--- src/rtl/instr_aligner_if.sv ---
// Fetch-side and instruction-side handshake bundle for instr_aligner.
// slave = the aligner, master = fetch unit / decoder side.
interface instr_aligner_if;
  logic        fetch_valid_i;
  logic [31:0] fetch_rdata_i;
  logic        fetch_ready_o;
  logic        flush_i;
  logic [31:0] flush_pc_i;
  logic        instr_valid_o;
  logic        instr_ready_i;
  logic [31:0] instr_o;
  logic [31:0] instr_pc_o;
  logic        compressed_o;
  logic        illegal_o;

  modport slave (
    input  fetch_valid_i, fetch_rdata_i, flush_i, flush_pc_i, instr_ready_i,
    output fetch_ready_o, instr_valid_o, instr_o, instr_pc_o, compressed_o, illegal_o
  );

  modport master (
    output fetch_valid_i, fetch_rdata_i, flush_i, flush_pc_i, instr_ready_i,
    input  fetch_ready_o, instr_valid_o, instr_o, instr_pc_o, compressed_o, illegal_o
  );
endinterface

--- src/rtl/instr_aligner.sv ---
// Word FIFO + halfword aligner; a word pushed in cycle N is presentable in N+1, fetch_ready is count<DEPTH only.
// Define RVC_EN for 16/32-bit mixed streams; without it every instruction is a whole 32-bit word.
module instr_aligner #(
  parameter int          DEPTH     = 2,
  parameter logic [31:0] BOOT_ADDR = 32'h0000_0000
) (
  input logic            clk,
  input logic            rst_n,
  instr_aligner_if.slave bus
);

  localparam int AW = (DEPTH > 1) ? $clog2(DEPTH) : 1;
  localparam int CW = AW + 1;
  localparam logic [CW-1:0] FULL_CNT = CW'(DEPTH);

  logic [31:0]   mem_q [DEPTH];
  logic [AW-1:0] head_q;
  logic [AW-1:0] tail_q;
  logic [CW-1:0] count_q;
  logic [31:0]   pc_q;
  logic          off_q;

  logic [31:0] head_word;
  logic        push;
  logic        pop;
  logic        pop_on_hs;
  logic        hs;
  logic        dec_vld;
  logic        dec_comp;
  logic        dec_ill;
  logic [31:0] dec_instr;
  logic [31:0] pc_step;
  logic        off_nxt;
  logic [31:0] flush_pc_eff;
  logic        unused_flush_bits;

  assign head_word         = mem_q[head_q];
  assign unused_flush_bits = ^bus.flush_pc_i[1:0];

`ifdef RVC_EN
  logic [AW-1:0] head_inc;
  logic [31:0]   next_word;
  logic [15:0]   parcel;

  assign head_inc  = head_q + AW'(1);
  assign next_word = mem_q[head_inc];

  always_comb begin
    parcel    = off_q ? head_word[31:16] : head_word[15:0];
    dec_comp  = (parcel[1:0] != 2'b11);
    dec_ill   = (parcel == 16'h0000);
    dec_vld   = 1'b0;
    dec_instr = '0;
    if (dec_comp) begin
      dec_instr = {16'h0000, parcel};
      dec_vld   = (count_q != '0);
    end else if (!off_q) begin
      dec_instr = head_word;
      dec_vld   = (count_q != '0);
    end else begin
      // Spanning instruction needs the low half of the following word.
      dec_instr = {next_word[15:0], head_word[31:16]};
      dec_vld   = (count_q >= CW'(2));
    end
  end

  assign pc_step      = dec_comp ? 32'd2 : 32'd4;
  assign pop_on_hs    = off_q || !dec_comp;
  assign off_nxt      = off_q ^ dec_comp;
  assign flush_pc_eff = {bus.flush_pc_i[31:1], 1'b0};
`else
  always_comb begin
    dec_comp  = 1'b0;
    dec_instr = head_word;
    dec_vld   = (count_q != '0);
    dec_ill   = (head_word[1:0] != 2'b11);
  end

  assign pc_step      = 32'd4;
  assign pop_on_hs    = 1'b1;
  assign off_nxt      = 1'b0;
  assign flush_pc_eff = {bus.flush_pc_i[31:2], 2'b00};
`endif

  assign bus.fetch_ready_o = (count_q < FULL_CNT);
  assign bus.instr_valid_o = dec_vld && !bus.flush_i;
  assign bus.instr_o       = bus.instr_valid_o ? dec_instr : '0;
  assign bus.compressed_o  = bus.instr_valid_o && dec_comp;
  assign bus.illegal_o     = bus.instr_valid_o && dec_ill;
  assign bus.instr_pc_o    = pc_q;

  assign push = bus.fetch_valid_i && bus.fetch_ready_o;
  assign hs   = bus.instr_valid_o && bus.instr_ready_i;
  assign pop  = hs && pop_on_hs;

  always_ff @(posedge clk or negedge rst_n) begin
    if (!rst_n) begin
      for (int i = 0; i < DEPTH; i++) mem_q[i] <= '0;
      head_q  <= '0;
      tail_q  <= '0;
      count_q <= '0;
      pc_q    <= BOOT_ADDR;
      off_q   <= 1'b0;
    end else if (bus.flush_i) begin
      head_q  <= '0;
      tail_q  <= '0;
      count_q <= '0;
      pc_q    <= flush_pc_eff;
      off_q   <= flush_pc_eff[1];
    end else begin
      if (push) begin
        mem_q[tail_q] <= bus.fetch_rdata_i;
        tail_q        <= tail_q + AW'(1);
      end
      if (pop) head_q <= head_q + AW'(1);
      if (push && !pop)      count_q <= count_q + CW'(1);
      else if (pop && !push) count_q <= count_q - CW'(1);
      if (hs) begin
        pc_q  <= pc_q + pc_step;
        off_q <= off_nxt;
      end
    end
  end

endmodule
--- src/flat_wrapper.sv ---
// flat-port wrapper written by rule: the top's interface ports become plain ports
module instr_aligner_flat 
#(
  parameter int          DEPTH     = 2,
  parameter logic [31:0] BOOT_ADDR = 32'h0000_0000
)
  (clk, rst_n, bus_fetch_valid_i, bus_fetch_rdata_i, bus_flush_i, bus_flush_pc_i, bus_instr_ready_i, bus_fetch_ready_o, bus_instr_valid_o, bus_instr_o, bus_instr_pc_o, bus_compressed_o, bus_illegal_o);
  instr_aligner_if bus_i ();
  input logic clk;
  input logic rst_n;
  input wire logic [$bits(bus_i.fetch_valid_i)-1:0] bus_fetch_valid_i;
  input wire logic [$bits(bus_i.fetch_rdata_i)-1:0] bus_fetch_rdata_i;
  input wire logic [$bits(bus_i.flush_i)-1:0] bus_flush_i;
  input wire logic [$bits(bus_i.flush_pc_i)-1:0] bus_flush_pc_i;
  input wire logic [$bits(bus_i.instr_ready_i)-1:0] bus_instr_ready_i;
  output wire logic [$bits(bus_i.fetch_ready_o)-1:0] bus_fetch_ready_o;
  output wire logic [$bits(bus_i.instr_valid_o)-1:0] bus_instr_valid_o;
  output wire logic [$bits(bus_i.instr_o)-1:0] bus_instr_o;
  output wire logic [$bits(bus_i.instr_pc_o)-1:0] bus_instr_pc_o;
  output wire logic [$bits(bus_i.compressed_o)-1:0] bus_compressed_o;
  output wire logic [$bits(bus_i.illegal_o)-1:0] bus_illegal_o;
  assign bus_i.fetch_valid_i = bus_fetch_valid_i;
  assign bus_i.fetch_rdata_i = bus_fetch_rdata_i;
  assign bus_i.flush_i = bus_flush_i;
  assign bus_i.flush_pc_i = bus_flush_pc_i;
  assign bus_i.instr_ready_i = bus_instr_ready_i;
  assign bus_fetch_ready_o = bus_i.fetch_ready_o;
  assign bus_instr_valid_o = bus_i.instr_valid_o;
  assign bus_instr_o = bus_i.instr_o;
  assign bus_instr_pc_o = bus_i.instr_pc_o;
  assign bus_compressed_o = bus_i.compressed_o;
  assign bus_illegal_o = bus_i.illegal_o;
  instr_aligner #(.DEPTH(DEPTH), .BOOT_ADDR(BOOT_ADDR)) u_core (.clk(clk), .rst_n(rst_n), .bus(bus_i));
endmodule
--- config.mk ---
export PLATFORM = sky130hd
export DESIGN_NAME = instr_aligner_flat
export DESIGN_NICKNAME = d
export VERILOG_FILES = /design/src/rtl/instr_aligner_if.sv /design/src/rtl/instr_aligner.sv /design/src/flat_wrapper.sv
export SDC_FILE = /design/constraint.sdc
export NUM_CORES = 1
export LEC_CHECK = 0
export ABC_AREA = 1
export CORE_ASPECT_RATIO = 1.1
export CORE_MARGIN = 2
export CORE_UTILIZATION = 40
export DETAILED_ROUTE_END_ITERATION = 10
export MAX_ROUTING_LAYER = met4
export PLACE_DENSITY = 0.73
export SYNTH_ARGS = -nofsm -noshare
export SYNTH_HDL_FRONTEND = slang
export SYNTH_SLANG_ARGS = --single-unit
--- constraint.sdc ---
create_clock -name clk -period 3.8 [get_ports clk]
set_input_delay 0.38 -clock clk [delete_from_list [all_inputs] [get_ports clk]]
set_output_delay 0.38 -clock clk [all_outputs]
set_load 0.005 [all_outputs]
==> key figures <==
Run status
  – Outcome: finished clean

Placed design
  – GPL Wtd Cong: 0.8802
  – Dpl ws: 1.146 ns
  – Placement Cell Area: approximately 7000 sq um
  – I/O Buffers: 131
  – Final HPWL DP: 9.267 mm

STA
  – Final setup fails: 0
  – Hold Vio Cnt, Final: 0
  – Final clock skew: 0.007599 ns
  – TNS Setup: 0 ns
  – RSZ-0062 raised after global routing: false
  – Max Slew Vio Count: 0
  – Min Tclk post-route: 2.544 ns
  – Crit path setup slack, layout: roughly 1.3 ns
  – FMAX: 393.1 MHz
  – Worst-margin pin slew: 0.9551 ns
  – Final period utilization: 66.95%
  – Min Hold Slack: 0.4566 ns
  – Slew HR: a little over a third

Routing
  – Post-DRT Antenna Nets: 0
  – Drt initial violations: 363
  – Vias: 4982
  – Drt pass-1 iters: 5
  – Avg WL per Cell: 12.83 um
  – WL final: approximately 13 mm
  – Remaining DRCs: 0
  – Via density: 4.790

Die
  – Die H: 126.6 um
  – Std-Cell Rows: 44
  – Die ar.: 14620 sq um
  – Initial Utilization: 41.19%
  – Boundary pin count: 137
  – Core area: 13270 sq um
  – Die W: between 100 and 150 um

GRT
  – Initial antenna violation count: 0
  – First-pass GRT wire length: 22.22 mm
  – Vias in the first global route: 4725
  – Largest net degree at the start of global routing: 66
  – Gr usage total: a little under a fifth
  – Total global routing overflow: 0

Synth
  – Synth Area in XOR/XNOR: 0%
  – Gate Count Post-Synth: 734
  – Post-synth top area share: 44.87%
  – Most used DFF post-synth: dfrtp_1
  – #FFs+latches synth: 98
  – Post-Synth Simple-Gate Area: about 29%
  – Synth area leaders: dfrtp_1 45%, nand2_1 16%, o21ai_0 6.4%, inv_1 6.3%, mux2_2 6.2%
  – Cell taking the most area after synthesis: dfrtp_1
  – Synth Area in Adders: 0.2289%
  – Mapped Area: 5465 sq um
  – Asr flop ratio synth: 100.0%
  – Number of enable flip-flop cells after synthesis: 0
  – Post-synthesis sequential area ratio: 44.87%
  – Syn. warnings: 0
  – Combinational family with the most area after synthesis: simple AND/OR/NAND/NOR gates
  – Mean post-synth cell area: 7.446 sq um
  – Compound-gate portion of the synthesized area: between 10% and 20%
  – Share of synthesized area spent on multiplexers: under 10%
  – Post-synth cell types: 35

Clock network
  – Clock Sinks: 98
  – TritonCTS clock tree: built
  – Insertion delay of the later-clocked pin in the worst-skew pair: 0.34 ns
  – CTS-repair resized insts: 0
  – Root buf cell: clkbuf_16
  – Total CTS buffers: 9
  – Depth of the CTS H-tree: 3
  – Clock transition at the registers of the reported paths: 0.07 ns
  – Clk buf depth: 2

Setup path
  – Endpoint type of the worst setup path: output port
  – Reg2reg path depth: 6
  – FF-to-FF End: u_core.bus.instr_pc_o[18]$_DFFE_PN0P_
  – CP Data Required Time: 3.42 ns
  – Reg2reg start: u_core.count_q[1]$_DFFE_PN0P_
  – Crit path launch type: primary input
  – Critical path class: in2out
  – WP data arrival: around 2.2 ns
  – Worst R2R Setup Slack: 1.68 ns
  – Largest fanout on the critical path: 32

Job
  – Max_cap viols: 0

Cells and area
  – Area Overhead vs Synth: 31.73%
  – Finished Cell Area: 7199 sq um
  – Antenna diodes: 0
  – Share of cells above drive strength 1: around a tenth
  – NumNets Final: 921

Hold path
  – Hold WC Path Type: in2async

Power
  – Pwr Total: 3.981 mW
  – PwrDens: 553.0 nW/um^2
  – Leakage: 3.514 nW
  – Worst vdd ir: about 0.28 mV
## where the power goes
group	internal (mW)	switching [mW]
Combinational	0.737	0.652
Sequential	1.43	0.262
Clock	0.476	0.421
Total	2.65	1.33
## critical path, stage by stage
cell and delay [ns]:
clkdlybuf4s50_1 0.43, inv_2 0.07, o21ai_2 0.09, inv_2 0.45
nand2_1 0.14, inv_1 0.08, clkdlybuf4s50_1 0.49
## layer usage
metal / share of wire [%] / up-vias / track usage (%) / wire length [um]
li1: - / 2535 / - / -
met1: 46 / 2299 / 24.91 / 6105
met2: 48 / 136 / 30.62 / 6361
met3: 5.2 / 12 / 3.727 / 697
met4: 1.3 / 0 / 5.315 / 179
met5: 0 / - / - / 0
## worst max path at each step
stage,from,endpoint
2_1_floorplan,u_core.bus.instr_pc_o[3]$_DFFE_PN0P_,u_core.bus.instr_pc_o[26]$_DFFE_PN0P_
3_3_place_gp,bus_flush_i,u_core.bus.instr_pc_o[15]$_DFFE_PN0P_
3_5_place_dp,bus_flush_i,u_core.mem_q[17]$_DFFE_PN0P_
4_1_cts,bus_flush_i,bus_instr_o[4]
5_1_grt,bus_flush_i,bus_instr_o[9]
6_report,bus_flush_i,bus_instr_o[19]
## synthesized netlist by cell type, types with 9 or more instances
library cell	count
a21oi_1	13
buf_2	15
clkbuf_1	14
dfrtp_1	98
inv_1	91
mux2_2	30
nand2_1	235
nand3_1	40
nor2_1	60
nor2_2	9
o21ai_0	70
## cell type report
class	count	area, sq um
fill	1270	6068
timing repair buffer	140	1379
multi-input combinational	509	2499
inverter	93	349.1
clock buffer	10	239.0
sequential	98	2452
tap	184	230.2
clock inverter	6	51.30
## what timing repair did
action / CTS / global route
endpoints found under the hold margin: 18 / 0
hold buffers: 1 / 0
buffers inserted: 0 / 0
## cells in the final DEF, fill, tap and decap left out, types with 3 or more instances in the layout
cell,n
nor2_1,60
nand2_1,235
dfrtp_1,98
mux2_2,30
or2_2,3
conb_1,3
nor2_2,9
nor2_4,5
inv_6,4
a211oi_1,3
inv_1,91
buf_4,9
a21oi_1,13
clkdlybuf4s50_1,130
nand2_2,4
o21ai_0,70
o21ai_1,5
nand2_4,3
o22ai_1,4
nand4_1,3
nand3_1,40
nor3_1,4
clkbuf_16,9
## state kept, by name, indices dropped and copies added (netlist names)
| name | count |
|---|---|
| u_core.tail_q | 1 |
| u_core.count_q | 2 |
| u_core.head_q | 1 |
| u_core.bus.instr_pc_o | 30 |
| u_core.mem_q | 64 |
## kinds of logic (layout without fill, tap and decap cells)
| kind of cell | Yosys count | after routing |
|---|---|---|
| AND/OR/NAND/NOR | 370 | 370 |
| AO/OA/AOI/OAI | 103 | 103 |
| multiplexers | 32 | 32 |
| other | 1 | 3 |
| adder cells (fa/ha/maj) | 1 | 1 |
| buffers and inverters | 129 | 249 |
| flip-flops | 98 | 98 |
## stage by stage
step           utilization, %  instances
6_report                54.26       1040
3_5_place_dp            52.00       1023
3_3_place_gp            52.00       1023
5_1_grt                 54.26       1040
2_1_floorplan               -        736
4_1_cts                 54.26       1040
Power figures use the tool's default switching activity.
